==> src/rtl/reg_file_pkg.sv <==
// reg_file_pkg: definitions shared by the multi-port register file and its users.
//   - default geometry (DEF_DATA_WIDTH, DEF_DEPTH)
//   - system register indices and their reset values
//   - DEF_RESET_VALS: default flattened reset image for those registers
//   - reset_slice(): extracts register i from a flattened reset image
package reg_file_pkg;

    localparam int DEF_DATA_WIDTH = 8;
    localparam int DEF_DEPTH      = 16;

    // System register map (indices into the file).
    localparam int REG_UART_CFG = 2;
    localparam int REG_DIV      = 3;

    localparam logic [DEF_DATA_WIDTH-1:0] REG_UART_CFG_RST = 8'h81;
    localparam logic [DEF_DATA_WIDTH-1:0] REG_DIV_RST      = 8'h20;

    localparam int DEF_IMG_BITS = DEF_DEPTH * DEF_DATA_WIDTH;

    localparam logic [DEF_IMG_BITS-1:0] DEF_RESET_VALS =
        (DEF_IMG_BITS'(REG_UART_CFG_RST) << (REG_UART_CFG * DEF_DATA_WIDTH)) |
        (DEF_IMG_BITS'(REG_DIV_RST)      << (REG_DIV * DEF_DATA_WIDTH));

    // Largest reset image and register width reset_slice() accepts. Callers
    // widen their image to MAX_IMG_BITS and narrow the result to their width.
    localparam int MAX_IMG_BITS   = 4096;
    localparam int MAX_DATA_WIDTH = 64;

    function automatic logic [MAX_DATA_WIDTH-1:0] reset_slice(
        input logic [MAX_IMG_BITS-1:0] img,
        input int                      idx,
        input int                      dw
    );
        return MAX_DATA_WIDTH'(img >> (idx * dw));
    endfunction

endpackage

==> src/rtl/reg_file_mp_if.sv <==
// reg_file_mp_if: bus between the system controller / datapath and the
// multi-port register file.
//   master: drives write and read requests, receives read data and errors
//   slave : the register file
// Signals: WrEn/WrAddr/WrData, RdEnA/RdAddrA -> RdDataA/RdDataA_VLD,
//          RdEnB/RdAddrB -> RdDataB/RdDataB_VLD, WrErr, RdErr, REG_OUT.
interface reg_file_mp_if #(
    parameter int DATA_WIDTH = 8,
    parameter int ADDR_WIDTH = 4,
    parameter int NUM_EXPORT = 4
);
    logic                             WrEn;
    logic [ADDR_WIDTH-1:0]            WrAddr;
    logic [DATA_WIDTH-1:0]            WrData;

    logic                             RdEnA;
    logic [ADDR_WIDTH-1:0]            RdAddrA;
    logic [DATA_WIDTH-1:0]            RdDataA;
    logic                             RdDataA_VLD;

    logic                             RdEnB;
    logic [ADDR_WIDTH-1:0]            RdAddrB;
    logic [DATA_WIDTH-1:0]            RdDataB;
    logic                             RdDataB_VLD;

    logic                             WrErr;
    logic                             RdErr;
    logic [NUM_EXPORT*DATA_WIDTH-1:0] REG_OUT;

    modport master (
        output WrEn, WrAddr, WrData,
        output RdEnA, RdAddrA, RdEnB, RdAddrB,
        input  RdDataA, RdDataA_VLD, RdDataB, RdDataB_VLD,
        input  WrErr, RdErr, REG_OUT
    );

    modport slave (
        input  WrEn, WrAddr, WrData,
        input  RdEnA, RdAddrA, RdEnB, RdAddrB,
        output RdDataA, RdDataA_VLD, RdDataB, RdDataB_VLD,
        output WrErr, RdErr, REG_OUT
    );
endinterface

==> src/rtl/reg_file_rd_port.sv <==
// reg_file_rd_port: one registered read port of the register file.
//   rd_en/rd_addr : read request
//   rd_raw        : stored contents at rd_addr (muxed by the parent)
//   wr_acc/wr_addr/wr_data : accepted write this cycle, for the bypass path
//   rd_data/rd_vld/rd_err  : registered result, one cycle after the request
module reg_file_rd_port #(
    parameter int DATA_WIDTH = 8,
    parameter int ADDR_WIDTH = 4,
    parameter int DEPTH      = 16,
    parameter bit BYPASS     = 1'b1
) (
    input  logic                  clk,
    input  logic                  rst,
    input  logic                  rd_en,
    input  logic [ADDR_WIDTH-1:0] rd_addr,
    input  logic [DATA_WIDTH-1:0] rd_raw,
    input  logic                  wr_acc,
    input  logic [ADDR_WIDTH-1:0] wr_addr,
    input  logic [DATA_WIDTH-1:0] wr_data,
    output logic [DATA_WIDTH-1:0] rd_data,
    output logic                  rd_vld,
    output logic                  rd_err
);

    // One extra bit so DEPTH == 2**ADDR_WIDTH is representable.
    localparam logic [ADDR_WIDTH:0] DEPTH_W = (ADDR_WIDTH + 1)'(DEPTH);

    logic [DATA_WIDTH-1:0] data_d, data_q;
    logic                  vld_d, vld_q;
    logic                  err_d, err_q;
    logic                  in_range;

    always_comb begin
        // NOTE: every output of this block gets a default first; a path that
        // leaves one unassigned would infer a latch.
        data_d   = data_q;
        vld_d    = 1'b0;
        err_d    = 1'b0;
        in_range = ({1'b0, rd_addr} < DEPTH_W);
        if (rd_en) begin
            vld_d = 1'b1;
            if (!in_range) begin
                data_d = '0;
                err_d  = 1'b1;
            end else if (BYPASS && wr_acc && (wr_addr == rd_addr)) begin
                data_d = wr_data;
            end else begin
                data_d = rd_raw;
            end
        end
    end

    always_ff @(posedge clk or posedge rst) begin
        // NOTE: state is updated with non-blocking assignments so every flop
        // samples pre-edge values regardless of block ordering.
        if (rst) begin
            data_q <= '0;
            vld_q  <= 1'b0;
            err_q  <= 1'b0;
        end else begin
            data_q <= data_d;
            vld_q  <= vld_d;
            err_q  <= err_d;
        end
    end

    assign rd_data = data_q;
    assign rd_vld  = vld_q;
    assign rd_err  = err_q;

endmodule

==> src/rtl/reg_file_mp.sv <==
// reg_file_mp: parametrised register file, one write port, two read ports.
//   clk, rst : clock and asynchronous active-high reset
//   bus      : reg_file_mp_if slave (write port, read ports A/B, WrErr,
//              RdErr, REG_OUT export of registers 0..NUM_EXPORT-1)
// Writes to out-of-range or read-only registers are dropped and flagged on
// WrErr. Reads have one cycle of latency; BYPASS selects whether a read of
// the register being written returns the new or the old value.
module reg_file_mp
    import reg_file_pkg::*;
#(
    parameter int                            DATA_WIDTH = DEF_DATA_WIDTH,
    parameter int                            DEPTH      = DEF_DEPTH,
    parameter int                            ADDR_WIDTH = 4,
    parameter int                            NUM_EXPORT = 4,
    parameter logic [DEPTH*DATA_WIDTH-1:0]   RESET_VALS = '0,
    parameter logic [DEPTH-1:0]              RO_MASK    = '0,
    parameter bit                            BYPASS     = 1'b1
) (
    input  logic         clk,
    input  logic         rst,
    reg_file_mp_if.slave bus
);

    localparam logic [ADDR_WIDTH:0] DEPTH_W = (ADDR_WIDTH + 1)'(DEPTH);

    logic [DATA_WIDTH-1:0] mem_d [DEPTH];
    logic [DATA_WIDTH-1:0] mem_q [DEPTH];

    logic                  wr_ro;
    logic                  wr_in_range;
    logic                  wr_ok;
    logic                  wr_err_d, wr_err_q;

    logic [DATA_WIDTH-1:0] rd_raw_a, rd_raw_b;
    logic [DATA_WIDTH-1:0] rd_data_a, rd_data_b;
    logic                  rd_vld_a, rd_vld_b;
    logic                  rd_err_a, rd_err_b;

    logic [NUM_EXPORT*DATA_WIDTH-1:0] reg_out;

    // Write qualification and next-state of storage.
    always_comb begin
        wr_ro = 1'b0;
        for (int i = 0; i < DEPTH; i++) begin
            if (bus.WrAddr == ADDR_WIDTH'(i)) wr_ro = RO_MASK[i];
        end
        wr_in_range = ({1'b0, bus.WrAddr} < DEPTH_W);
        wr_ok       = bus.WrEn && wr_in_range && !wr_ro;
        wr_err_d    = bus.WrEn && !wr_ok;
        for (int i = 0; i < DEPTH; i++) begin
            mem_d[i] = mem_q[i];
            if (wr_ok && (bus.WrAddr == ADDR_WIDTH'(i))) mem_d[i] = bus.WrData;
        end
    end

    always_ff @(posedge clk or posedge rst) begin
        if (rst) begin
            // NOTE: storage is reset on purpose: each register has an
            // architectural reset value and REG_OUT drives live consumers.
            for (int i = 0; i < DEPTH; i++) begin
                mem_q[i] <= DATA_WIDTH'(reset_slice(MAX_IMG_BITS'(RESET_VALS), i, DATA_WIDTH));
            end
            wr_err_q <= 1'b0;
        end else begin
            for (int i = 0; i < DEPTH; i++) begin
                mem_q[i] <= mem_d[i];
            end
            wr_err_q <= wr_err_d;
        end
    end

    // Stored contents at each read address; out-of-range addresses fall
    // through as zero and are handled in the read port.
    always_comb begin
        rd_raw_a = '0;
        rd_raw_b = '0;
        for (int i = 0; i < DEPTH; i++) begin
            if (bus.RdAddrA == ADDR_WIDTH'(i)) rd_raw_a = mem_q[i];
            if (bus.RdAddrB == ADDR_WIDTH'(i)) rd_raw_b = mem_q[i];
        end
    end

    reg_file_rd_port #(
        .DATA_WIDTH (DATA_WIDTH),
        .ADDR_WIDTH (ADDR_WIDTH),
        .DEPTH      (DEPTH),
        .BYPASS     (BYPASS)
    ) u_rd_a (
        .clk     (clk),
        .rst     (rst),
        .rd_en   (bus.RdEnA),
        .rd_addr (bus.RdAddrA),
        .rd_raw  (rd_raw_a),
        .wr_acc  (wr_ok),
        .wr_addr (bus.WrAddr),
        .wr_data (bus.WrData),
        .rd_data (rd_data_a),
        .rd_vld  (rd_vld_a),
        .rd_err  (rd_err_a)
    );

    reg_file_rd_port #(
        .DATA_WIDTH (DATA_WIDTH),
        .ADDR_WIDTH (ADDR_WIDTH),
        .DEPTH      (DEPTH),
        .BYPASS     (BYPASS)
    ) u_rd_b (
        .clk     (clk),
        .rst     (rst),
        .rd_en   (bus.RdEnB),
        .rd_addr (bus.RdAddrB),
        .rd_raw  (rd_raw_b),
        .wr_acc  (wr_ok),
        .wr_addr (bus.WrAddr),
        .wr_data (bus.WrData),
        .rd_data (rd_data_b),
        .rd_vld  (rd_vld_b),
        .rd_err  (rd_err_b)
    );

    always_comb begin
        reg_out = '0;
        for (int i = 0; i < NUM_EXPORT; i++) begin
            reg_out[i*DATA_WIDTH +: DATA_WIDTH] = mem_q[i];
        end
    end

    assign bus.RdDataA     = rd_data_a;
    assign bus.RdDataA_VLD = rd_vld_a;
    assign bus.RdDataB     = rd_data_b;
    assign bus.RdDataB_VLD = rd_vld_b;
    assign bus.WrErr       = wr_err_q;
    assign bus.RdErr       = rd_err_a | rd_err_b;
    assign bus.REG_OUT     = reg_out;

endmodule

==> src/flat_wrapper.sv <==
// flat-port wrapper written by rule: the top's interface ports become plain ports
module reg_file_mp_flat import reg_file_pkg::*;
#(
    parameter int                            DATA_WIDTH = DEF_DATA_WIDTH,
    parameter int                            DEPTH      = DEF_DEPTH,
    parameter int                            ADDR_WIDTH = 4,
    parameter int                            NUM_EXPORT = 4,
    parameter logic [DEPTH*DATA_WIDTH-1:0]   RESET_VALS = '0,
    parameter logic [DEPTH-1:0]              RO_MASK    = '0,
    parameter bit                            BYPASS     = 1'b1
)
  (clk, rst, bus_WrEn, bus_WrAddr, bus_WrData, bus_RdEnA, bus_RdAddrA, bus_RdEnB, bus_RdAddrB, bus_RdDataA, bus_RdDataA_VLD, bus_RdDataB, bus_RdDataB_VLD, bus_WrErr, bus_RdErr, bus_REG_OUT);
  reg_file_mp_if #(.DATA_WIDTH(DATA_WIDTH), .ADDR_WIDTH(ADDR_WIDTH), .NUM_EXPORT(NUM_EXPORT)) bus_i ();
  input  logic clk;
  input  logic rst;
  input wire logic [$bits(bus_i.WrEn)-1:0] bus_WrEn;
  input wire logic [$bits(bus_i.WrAddr)-1:0] bus_WrAddr;
  input wire logic [$bits(bus_i.WrData)-1:0] bus_WrData;
  input wire logic [$bits(bus_i.RdEnA)-1:0] bus_RdEnA;
  input wire logic [$bits(bus_i.RdAddrA)-1:0] bus_RdAddrA;
  input wire logic [$bits(bus_i.RdEnB)-1:0] bus_RdEnB;
  input wire logic [$bits(bus_i.RdAddrB)-1:0] bus_RdAddrB;
  output wire logic [$bits(bus_i.RdDataA)-1:0] bus_RdDataA;
  output wire logic [$bits(bus_i.RdDataA_VLD)-1:0] bus_RdDataA_VLD;
  output wire logic [$bits(bus_i.RdDataB)-1:0] bus_RdDataB;
  output wire logic [$bits(bus_i.RdDataB_VLD)-1:0] bus_RdDataB_VLD;
  output wire logic [$bits(bus_i.WrErr)-1:0] bus_WrErr;
  output wire logic [$bits(bus_i.RdErr)-1:0] bus_RdErr;
  output wire logic [$bits(bus_i.REG_OUT)-1:0] bus_REG_OUT;
  assign bus_i.WrEn = bus_WrEn;
  assign bus_i.WrAddr = bus_WrAddr;
  assign bus_i.WrData = bus_WrData;
  assign bus_i.RdEnA = bus_RdEnA;
  assign bus_i.RdAddrA = bus_RdAddrA;
  assign bus_i.RdEnB = bus_RdEnB;
  assign bus_i.RdAddrB = bus_RdAddrB;
  assign bus_RdDataA = bus_i.RdDataA;
  assign bus_RdDataA_VLD = bus_i.RdDataA_VLD;
  assign bus_RdDataB = bus_i.RdDataB;
  assign bus_RdDataB_VLD = bus_i.RdDataB_VLD;
  assign bus_WrErr = bus_i.WrErr;
  assign bus_RdErr = bus_i.RdErr;
  assign bus_REG_OUT = bus_i.REG_OUT;
  reg_file_mp #(.DATA_WIDTH(DATA_WIDTH), .DEPTH(DEPTH), .ADDR_WIDTH(ADDR_WIDTH), .NUM_EXPORT(NUM_EXPORT), .RESET_VALS(RESET_VALS), .RO_MASK(RO_MASK), .BYPASS(BYPASS)) u_core (.clk(clk), .rst(rst), .bus(bus_i));
endmodule
==> config.mk <==
export PLATFORM = sky130hd
export DESIGN_NAME = reg_file_mp_flat
export DESIGN_NICKNAME = d
export VERILOG_FILES = /design/src/rtl/reg_file_pkg.sv /design/src/rtl/reg_file_mp_if.sv /design/src/rtl/reg_file_rd_port.sv /design/src/rtl/reg_file_mp.sv /design/src/flat_wrapper.sv
export SDC_FILE = /design/constraint.sdc
export NUM_CORES = 1
export LEC_CHECK = 0
export ABC_AREA = 1
export CORE_MARGIN = 5
export CORE_UTILIZATION = 50
export DETAILED_ROUTE_END_ITERATION = 7
export PLACE_DENSITY = 0.71
export REMOVE_ABC_BUFFERS = 1
export SLEW_MARGIN = 15
export SYNTH_ARGS = -nofsm -noshare
export SYNTH_HDL_FRONTEND = slang
export SYNTH_SLANG_ARGS = --single-unit
==> constraint.sdc <==
create_clock -name clk -period 3.9 [get_ports clk]
set_input_delay 0.39 -clock clk [delete_from_list [all_inputs] [get_ports clk]]
set_output_delay 0.39 -clock clk [all_outputs]
set_load 0.05 [all_outputs]
==> impl_metrics.ini, run 1 <==
[cts]
cts_tree = built
cts_setup_buffers = 0
hold_buffers = 0
htreeDepth = 4
clock_latency_ns = 0.43
cts_resized = 0
cts_buffers = 17
root_buffer = clkbuf_16
cts_sinks = 146
clk_path_buf_depth = 2
cts.clk_slew.worst_paths_ns = 0.06

[power]
power_frac_clock = 0.333
sw_frac_of_total = 0.3558
p_leak_nw = 4.279
p_sw_mw = 1.835
power_mw = 5.155
p_per_area_nw_per_um2 = 551.2
pwr-share-seq = 0.415
intPower_mw = 3.321
peakVddDrop_uv = 388.9
p_comb_frac = 0.252

[global_routing]
grt_antenna_before_repair = 0
grt_start_max_net_pins = 91
grt_pass1_wl_microns = 40630
grt-ovfl-total = 0
grt_pass1_vias = 6864
use_met3 = 0.06507
busiest_layer = met1
grt.total_usage = 0.2909
gr-usage-met2 = 0.4003
grt_util_met1 = 0.4499

[synth]
synth_edf_count = 0
synth_async_sr_flop_share = 1.000
ys.flop_type = dfrtp_1
yosys_warnings = 0
yosys.area.top_type = dfrtp_1
ys_top_cells_by_count = 347 x nand2_1, 146 x dfrtp_1, 127 x o21ai_0
synthesis.instances = 1127
syn_avg_cell_area_sq_um = 7.142
synth_top_area_share = 0.4539
synth_cell_types = 29
synth-seq-area-share = 0.4539
ys_ff_latch = 146
synth_area_sq_um = 8049
yosys.cell_count.top_type = nand2_1
synth_area_leaders = dfrtp_1 45%, nand2_1 16%, o21ai_0 7.9%

[worst_setup_path]
cpPeakStageDelay_ns = 0.62
worstPathCellList = clkdlybuf4s50_1 -> inv_1 -> nand2_1 -> nor2_1 -> nand2_1 -> nand2_1 -> nand4_1 -> nor2_1 -> nand4_1 -> nor2_1 -> nand3_1 -> nand2_1 -> nand2_1
cp_max_fo = 9
crit_slowest_cell = nor2_1
crit_top_cell = nand2_1
end_kind = flop
critPathRequiredTime_ns = 4.22
critical_path_class = in2reg
arrival_ns = 2.96
startpoint_type = input port

[timing]
setup_ws_ns = 1.265
slew_violations = 0
hold_viol_final = 0
finClkSkew_ns = 0.007915
setup_viol = 0
slew_headroom = 0.2967
holdWs_ns = 0.3887
period_needed_ns = 2.635
fin_crit_sh = 0.6756
worstMarginPinSlew_ns = 1.051
fmax_mhz = 379.5
rsz0062_at_grt = no

[finish]
syn2layout_area_growth_pct = 16.20
fin_cells = 1389
diodes = 0
fillers = 1483
nets = 1185
finalInstanceArea_sq_um = 9353
drive_gt1_frac = 0.05627

[run]
drv_cap = 0

[routing]
drt-pass1-iter-count = 6
antenna_left = 0
routed_wirelength_microns = 26360
via_per_inst = 5.627
num_vias = 7816
drc = 0
drtIter0Drc = 1264
routedWlPerCell_microns = 18.98

[floorplanning]
die_y_microns = 136.9
initial_core_util = 0.5085
rows = 46
core-area_sq_um = 15830
pin_count = 77
die-area_sq_um = 18730
fp.dieW_microns = 136.9

[placed_design]
io_buffers = 74
gp_congestion = 1.013
hpwl_microns = 18850
dp_slack_ns = 0.9594
place_area_sq_um = 8737
numPlacedInstances = 1357

[min_path]
worstHoldPathType = in2async

[run_status]
outcome = finished, final reports clean
worst max-delay path: cells and delay by family:
family | cells | cell delay (ns)
buffers and inverters | 2 | 0.69
and+or+nand+nor | 11 | 1.88
sequential cells by signal, indices dropped and copies added (netlist names):
signal                 cells
u_core.u_rd_a.rd_data      8
u_core.u_rd_b.rd_data      8
u_core.bus.REG_OUT        32
u_core.u_rd_a.rd_vld       1
u_core.u_rd_b.rd_vld       1
u_core.mem_q              96
path summary, 6_finish.rpt:
check / from / endpoint / slack (ns) / cells past startpoint
worst min register to register: u_core.u_rd_a.rd_data[4] / u_core.u_rd_a.rd_data[4] / 0.48 / 2
worst min-delay path: rst / u_core.mem_q[34] / 0.39 / 2
worst max register to register: u_core.bus.REG_OUT[8] / u_core.u_rd_b.rd_data[0] / 1.99 / 12
min in group clk: u_core.u_rd_a.rd_data[4] / u_core.u_rd_a.rd_data[4] / 0.48 / 2
max in group asynchronous: rst / u_core.u_rd_a.rd_data[5] / 2.60 / 3
worst max-delay path: bus_RdAddrB[1] / u_core.u_rd_b.rd_data[7] / 1.27 / 13
through the flow:
stage | TNS, ns | utilization
2_1_floorplan | -60.30 | -
3_3_place_gp | 0 | 0.5520
3_5_place_dp | 0 | 0.5520
4_1_cts | 0 | 0.5909
5_1_grt | 0 | 0.5909
6_report | 0 | 0.5909
cells in the final DEF (no fill, tap or decap), types with 5 or more instances in the layout:
cell type	synthesis	routed
clkdlybuf4s50_1	0	74
buf_4	34	5
inv_1	93	92
inv_2	16	16
o21ai_0	127	127
nand4_1	34	34
clkbuf_16	0	17
o21ai_1	5	5
nand2_1	347	347
nor2_1	116	116
nor3_1	12	12
nand3_1	74	74
a21oi_1	55	55
nor2_2	5	5
nor2_4	5	5
dfrtp_1	146	146
final cells by class:
| cell class | instances | area (sq um) | area share |
|---|---|---|---|
| inverters | 109 | 414.1 | 0.04428 |
| flip-flops and latches | 146 | 3654 | 0.3906 |
| multi-input cells | 806 | 3601 | 0.3850 |
| clock inverters | 8 | 123.9 | 0.01324 |
| well taps | 216 | 270.3 | 0.02890 |
| clock buffers | 24 | 491.7 | 0.05258 |
| repair buffers | 80 | 798.3 | 0.08535 |
cells by family (layout without fill, tap and decap cells):
logic type      Yosys count  count (layout)  share of synthesized area
other cells               1               2                  0.0004659
buf+inv                 176             221                    0.09918
flops                   146             146                     0.4539
simple gates            605             605                     0.3162
compound gates          197             197                     0.1281
xor+xnor                  2               2                   0.002177
per-layer routing:
metal	routed length (microns)	share of wire	vias up
li1	-	-	3669
met5	0	0	-
met1	12280	0.47	3642
met2	10880	0.41	441
met3	2505	0.095	64
met4	695	0.026	0
power groups by stage:
stage | Clock (mW) | Sequential (mW) | Combinational, mW
4_1_cts | 1.73 | 2.13 | 1.30
2_1_floorplan | 0 | 2.41 | 0.491
3_5_place_dp | 0 | 2.15 | 1.29
3_3_place_gp | 0 | 2.15 | 1.27
5_1_grt | 1.80 | 2.17 | 1.41
6_report | 1.72 | 2.14 | 1.30
Note: power is estimated with default switching activity, not from simulation.
==> run 2, diff against run 1 <==
- PLACE_DENSITY: 0.71 -> 0.68
- clock period: 3.9 -> 2.54 ns (I/O delays scaled with it)
==> run 2 against run 1 <==
Sequential share of layout area shrank 2.2 points; total power grew 54%; via count grew 2.9%; largest cell class unchanged.
==> impl_metrics.ini, run 2 (synthesis gave the netlist of run 1 again) <==
[routing]
routed_wirelength_microns = 27840
via_per_inst = 5.499
num_vias = 8039
drc = 0
drt-pass1-iter-count = 7
antenna_left = 0
routedWlPerCell_microns = 19.04
drtIter0Drc = 1025

[worst_setup_path]
rrSetupSlack_ns = 0.56
reg2reg_from = u_core.bus.REG_OUT[16]
critPathRequiredTime_ns = 2.87
critical_path_class = in2reg
cp_max_fo = 5
arrival_ns = 2.67
timing.rr.end = u_core.u_rd_a.rd_data[0]
end_kind = flop
cpPeakStageDelay_ns = 0.47
crit_top_cell = nand2_1
crit_slowest_cell = clkdlybuf4s50_1
r2r_cells = 10
worstPathCellList = clkdlybuf4s50_1 -> buf_4 -> nand2_2 -> nor2_1 -> buf_4 -> buf_4 -> nand2_1 -> nand3_1 -> nor2_1 -> nand4_1 -> nand2_1 -> nand4_1 -> nor3_2 -> nand4_1 -> nand2_1 -> nand2_1
startpoint_type = input port

[global_routing]
grt_pass1_wl_microns = 43860
grt.total_usage = 0.3130
grt_start_max_net_pins = 53
grt_antenna_before_repair = 0
grt_pass1_vias = 7429
grt-ovfl-total = 0

[timing]
setup_tns_ns = 0
fin_crit_sh = 0.9209
slew_headroom = 0.5048
setup_viol = 0
setup_ws_ns = 0.2009
holdWs_ns = 0.2190
fmax_mhz = 427.5
worstMarginPinSlew_ns = 0.7420
rsz0062_at_grt = no
period_needed_ns = 2.339
finClkSkew_ns = 0.01205
hold_viol_final = 0
slew_violations = 0

[floorplanning]
core-area_sq_um = 15830
rows = 46
initial_core_util = 0.5085
die-area_sq_um = 18730
pin_count = 77
fp.dieW_microns = 136.9
die_y_microns = 136.9

[finish]
finalInstanceArea_sq_um = 9903
final_common_cell = nand2_1
seq_area_sq_um = 3654
diodes = 0
final_cell_mix = 347 x nand2_1, 146 x dfrtp_1, 127 x o21ai_0
drive_gt1_frac = 0.1148
syn2layout_area_growth_pct = 23.04
largest_register_ffs = 96
multi_input_area_sq_um = 3606
nets = 1259
top_register = u_core.mem_q
fillers = 1453

[power]
peakVddDrop_uv = 587.7
p_sw_mw = 2.955
intPower_mw = 4.968
pwr-share-seq = 0.416
p_leak_nw = 4.629
power_frac_clock = 0.320
p_per_area_nw_per_um2 = 800.0
p_comb_frac = 0.264
power_mw = 7.923
sw_frac_of_total = 0.3730

[placed_design]
io_buffers = 74
place_area_sq_um = 9318
hpwl_microns = 21020
dp_slack_ns = -0.2840
gp_congestion = 1.003

[run_status]
outcome = finished, final reports clean

[cts]
clock_latency_ns = 0.44
htreeDepth = 4
cts.clk_slew.worst_paths_ns = 0.06
cts_sinks = 146
hold_buffers = 0
root_buffer = clkbuf_16
cts_buffers = 17
cts_tree = built
clk_path_buf_depth = 2

[run]
drv_cap = 0

[min_path]
worstHoldPathType = in2async
-- run 2: what timing repair did --
item / in CTS / in global routing
endpoints found under the setup margin: 0 / 1
hold endpoints to repair: 0 / 0
buffers inserted: 0 / 0
gates resized for setup: 0 / 1
-- run 2: layer usage --
metal | wire length (microns) | part of all wire | track usage
met5 | 0 | 0 | 0
met1 | 12750 | 0.46 | 0.4624
met3 | 2804 | 0.10 | 0.08382
met2 | 11540 | 0.41 | 0.4422
met4 | 755 | 0.027 | 0.1098
-- run 2: how the worst max path moves through the flow --
stage               cells past startpoint                        to      startpoint  slack (ns)
floorplan                               1     u_core.bus.REG_OUT[0]             rst       -1.64
global placement                       16  u_core.u_rd_a.rd_data[2]  bus_RdAddrA[0]       -0.33
detailed placement                     16  u_core.u_rd_a.rd_data[2]  bus_RdAddrA[1]       -0.28
CTS                                    16  u_core.u_rd_a.rd_data[2]  bus_RdAddrA[0]        0.12
global route                           16  u_core.u_rd_a.rd_data[2]  bus_RdAddrA[0]        0.03
finish                                 16  u_core.u_rd_a.rd_data[2]  bus_RdAddrA[0]        0.20
-- run 2: stage by stage --
step	instances	util
2_1_floorplan	1061	-
3_3_place_gp	1431	0.5887
3_5_place_dp	1431	0.5887
4_1_cts	1462	0.6254
5_1_grt	1462	0.6257
6_report	1462	0.6257
-- run 2: layout make-up --
| type | instances | area share |
|---|---|---|
| sequential | 146 | 0.3689 |
| multi-input combinational | 806 | 0.3641 |
| clock buffer | 17 | 0.04296 |
| clock inverter | 14 | 0.01567 |
| inverter | 109 | 0.04182 |
| timing repair buffer | 154 | 0.1392 |
| tap | 216 | 0.02729 |
-- run 2: power by group through the flow --
stage	Clock, mW	Sequential [mW]	Combinational, mW
finish	2.54	3.30	2.09
global route	2.66	3.35	2.27
CTS	2.55	3.28	2.08
detailed placement	0	3.31	2.08
global placement	0	3.32	2.05
floorplan	0	3.70	0.755
-- run 2: worst max-delay path, delay by kind of cell --
kind	cells	cell delay (ns)
AND/OR/NAND/NOR	12	1.46
buffers and inverters	4	0.94
==> run 3, diff against run 2 <==
- CORE_UTILIZATION: 50 -> 40
- PLACE_DENSITY: 0.68 -> 0.56
- RECOVER_POWER: not set -> 100
- clock period: 2.54 -> 3 ns (I/O delays scaled with it)
==> run 3 against run 2 <==
Total power is 15% lower; flip-flop and latch count stayed put; via count is 4.5% lower; sequential share of layout area is 1.4 points higher; die area is 23% higher; global-route usage is 7.3 points lower; cell count is 0.27% lower.
==> impl_metrics.ini, run 3 (synthesis gave the netlist of run 1 again) <==
[run_status]
outcome = finished, final reports clean

[worst_setup_path]
timing.rr.end = u_core.u_rd_b.rd_data[5]
critical_path_class = in2reg
r2r_cells = 12
critPathRequiredTime_ns = 3.32
reg2reg_from = u_core.bus.REG_OUT[13]
arrival_ns = 2.93
cp_max_fo = 9
startpoint_type = input port
end_kind = flop
rrSetupSlack_ns = 0.96

[cts]
cts_tree = built
clk_path_buf_depth = 2
cts.clk_slew.worst_paths_ns = 0.06
cts_sinks = 146
clock_latency_ns = 0.43
cts_buffers = 17
root_buffer = clkbuf_16
htreeDepth = 4
hold_buffers = 0
cts_resized = 0
cts_setup_buffers = 0

[timing]
fmax_mhz = 382.6
period_needed_ns = 2.614
finClkSkew_ns = 0.006893
worstMarginPinSlew_ns = 1.463
rsz0062_at_grt = no
fin_crit_sh = 0.8713
setup_tns_ns = 0
setup_viol = 0
slew_headroom = 0.02439
hold_viol_final = 0
slew_violations = 0

[global_routing]
grt.total_usage = 0.2400
grt_start_max_net_pins = 67
grt_antenna_before_repair = 0
grt_pass1_wl_microns = 43370
grt-ovfl-total = 0
grt_pass1_vias = 7306

[finish]
largest_register_ffs = 96
top_register = u_core.mem_q
multi_input_area_sq_um = 3591
final_cell_mix = 349 x nand2_1, 146 x dfrtp_1, 127 x o21ai_0
syn2layout_area_growth_pct = 18.54
fin_util = 0.4855
seq_area_sq_um = 3654
diodes = 0
nets = 1205
fillers = 2075
final_common_cell = nand2_1
drive_gt1_frac = 0.06370

[floorplanning]
pin_count = 77
rows = 51
fp.dieW_microns = 151.9
initial_core_util = 0.4095
core-area_sq_um = 19650
die_y_microns = 151.9
die-area_sq_um = 23060

[routing]
via_per_inst = 5.264
routedWlPerCell_microns = 18.98
drt-pass1-iter-count = 6
antenna_left = 0
drc = 0
num_vias = 7675
drtIter0Drc = 646
routed_wirelength_microns = 27670

[power]
pwr-share-seq = 0.411
p_leak_nw = 4.439
p_sw_mw = 2.417
intPower_mw = 4.326
p_comb_frac = 0.245
p_per_area_nw_per_um2 = 706.7
power_mw = 6.743
peakVddDrop_uv = 381.4
sw_frac_of_total = 0.3585
power_frac_clock = 0.344

[min_path]
hold_path_startpoint = u_core.u_rd_a.rd_data[0]
worstHoldPathType = reg2reg
min_path_cells = 2
min_to = u_core.u_rd_a.rd_data[0]

[placed_design]
io_buffers = 74
hpwl_microns = 20130
gp_congestion = 0.9478

[run]
drv_cap = 0
==> run 3: worst max-delay path by stage <==
stage / from / to / cells after the start / slack (ns)
6_report: bus_RdAddrA[0] / u_core.u_rd_a.rd_data[5] / 11 / 0.39
5_1_grt: bus_RdAddrA[0] / u_core.u_rd_a.rd_data[5] / 11 / 0.22
4_1_cts: bus_RdAddrA[0] / u_core.u_rd_a.rd_data[0] / 11 / 0.61
3_5_place_dp: bus_RdAddrA[0] / u_core.u_rd_a.rd_data[0] / 11 / 0.18
3_3_place_gp: bus_RdAddrA[0] / u_core.u_rd_a.rd_data[0] / 11 / 0.17
2_1_floorplan: rst / u_core.bus.REG_OUT[0] / 1 / -1.22
==> run 3: metal layers <==
layer  up-vias  track usage  wire, microns
met2       278       0.3501          11670
li1       3727            -              -
met1      3638       0.3603          13700
met3        32      0.04544           1729
met4         0      0.07491            573
met5         -            0              0
==> run 3: worst max-delay path: stages <==
cell and delay (ns):
dlygate4sd3_1 0.80, nand2_1 0.35, nor2_4 0.35, inv_2 0.11, or2_0 0.20, nand2_1 0.09, nand4_1 0.08, nor3_1 0.36
nand4_1 0.15, nand2_1 0.09, nand2_1 0.05
==> run 3: per-stage QoR <==
| step | std cells | cell area [sq um] | hold WS, ns | setup slack [ns] |
|---|---|---|---|---|
| 2_1_floorplan | 1061 | 7664 | 0.3314 | -1.223 |
| 3_3_place_gp | 1426 | 8949 | 0.4655 | 0.1670 |
| 3_5_place_dp | 1426 | 8949 | 0.4652 | 0.1791 |
| 4_1_cts | 1458 | 9583 | 0.3582 | 0.6064 |
| 5_1_grt | 1458 | 9542 | 0.4838 | 0.2242 |
| 6_report | 1458 | 9542 | 0.4683 | 0.3861 |
==> run 3: power groups by stage <==
stage / registers (mW) / logic, mW / clock network [mW]
6_report: 2.77 / 1.65 / 2.32
5_1_grt: 2.82 / 1.81 / 2.44
4_1_cts: 2.76 / 1.71 / 2.36
3_5_place_dp: 2.79 / 1.71 / 0
3_3_place_gp: 2.80 / 1.69 / 0
2_1_floorplan: 3.13 / 0.639 / 0
==> run 3: final cells by class <==
cell class	instances	area share
repair buffers	100	0.09625
multi-input cells	806	0.3763
clock buffers	21	0.04826
inverters	109	0.04327
clock inverters	11	0.01823
well taps	265	0.03475
flip-flops and latches	146	0.3829
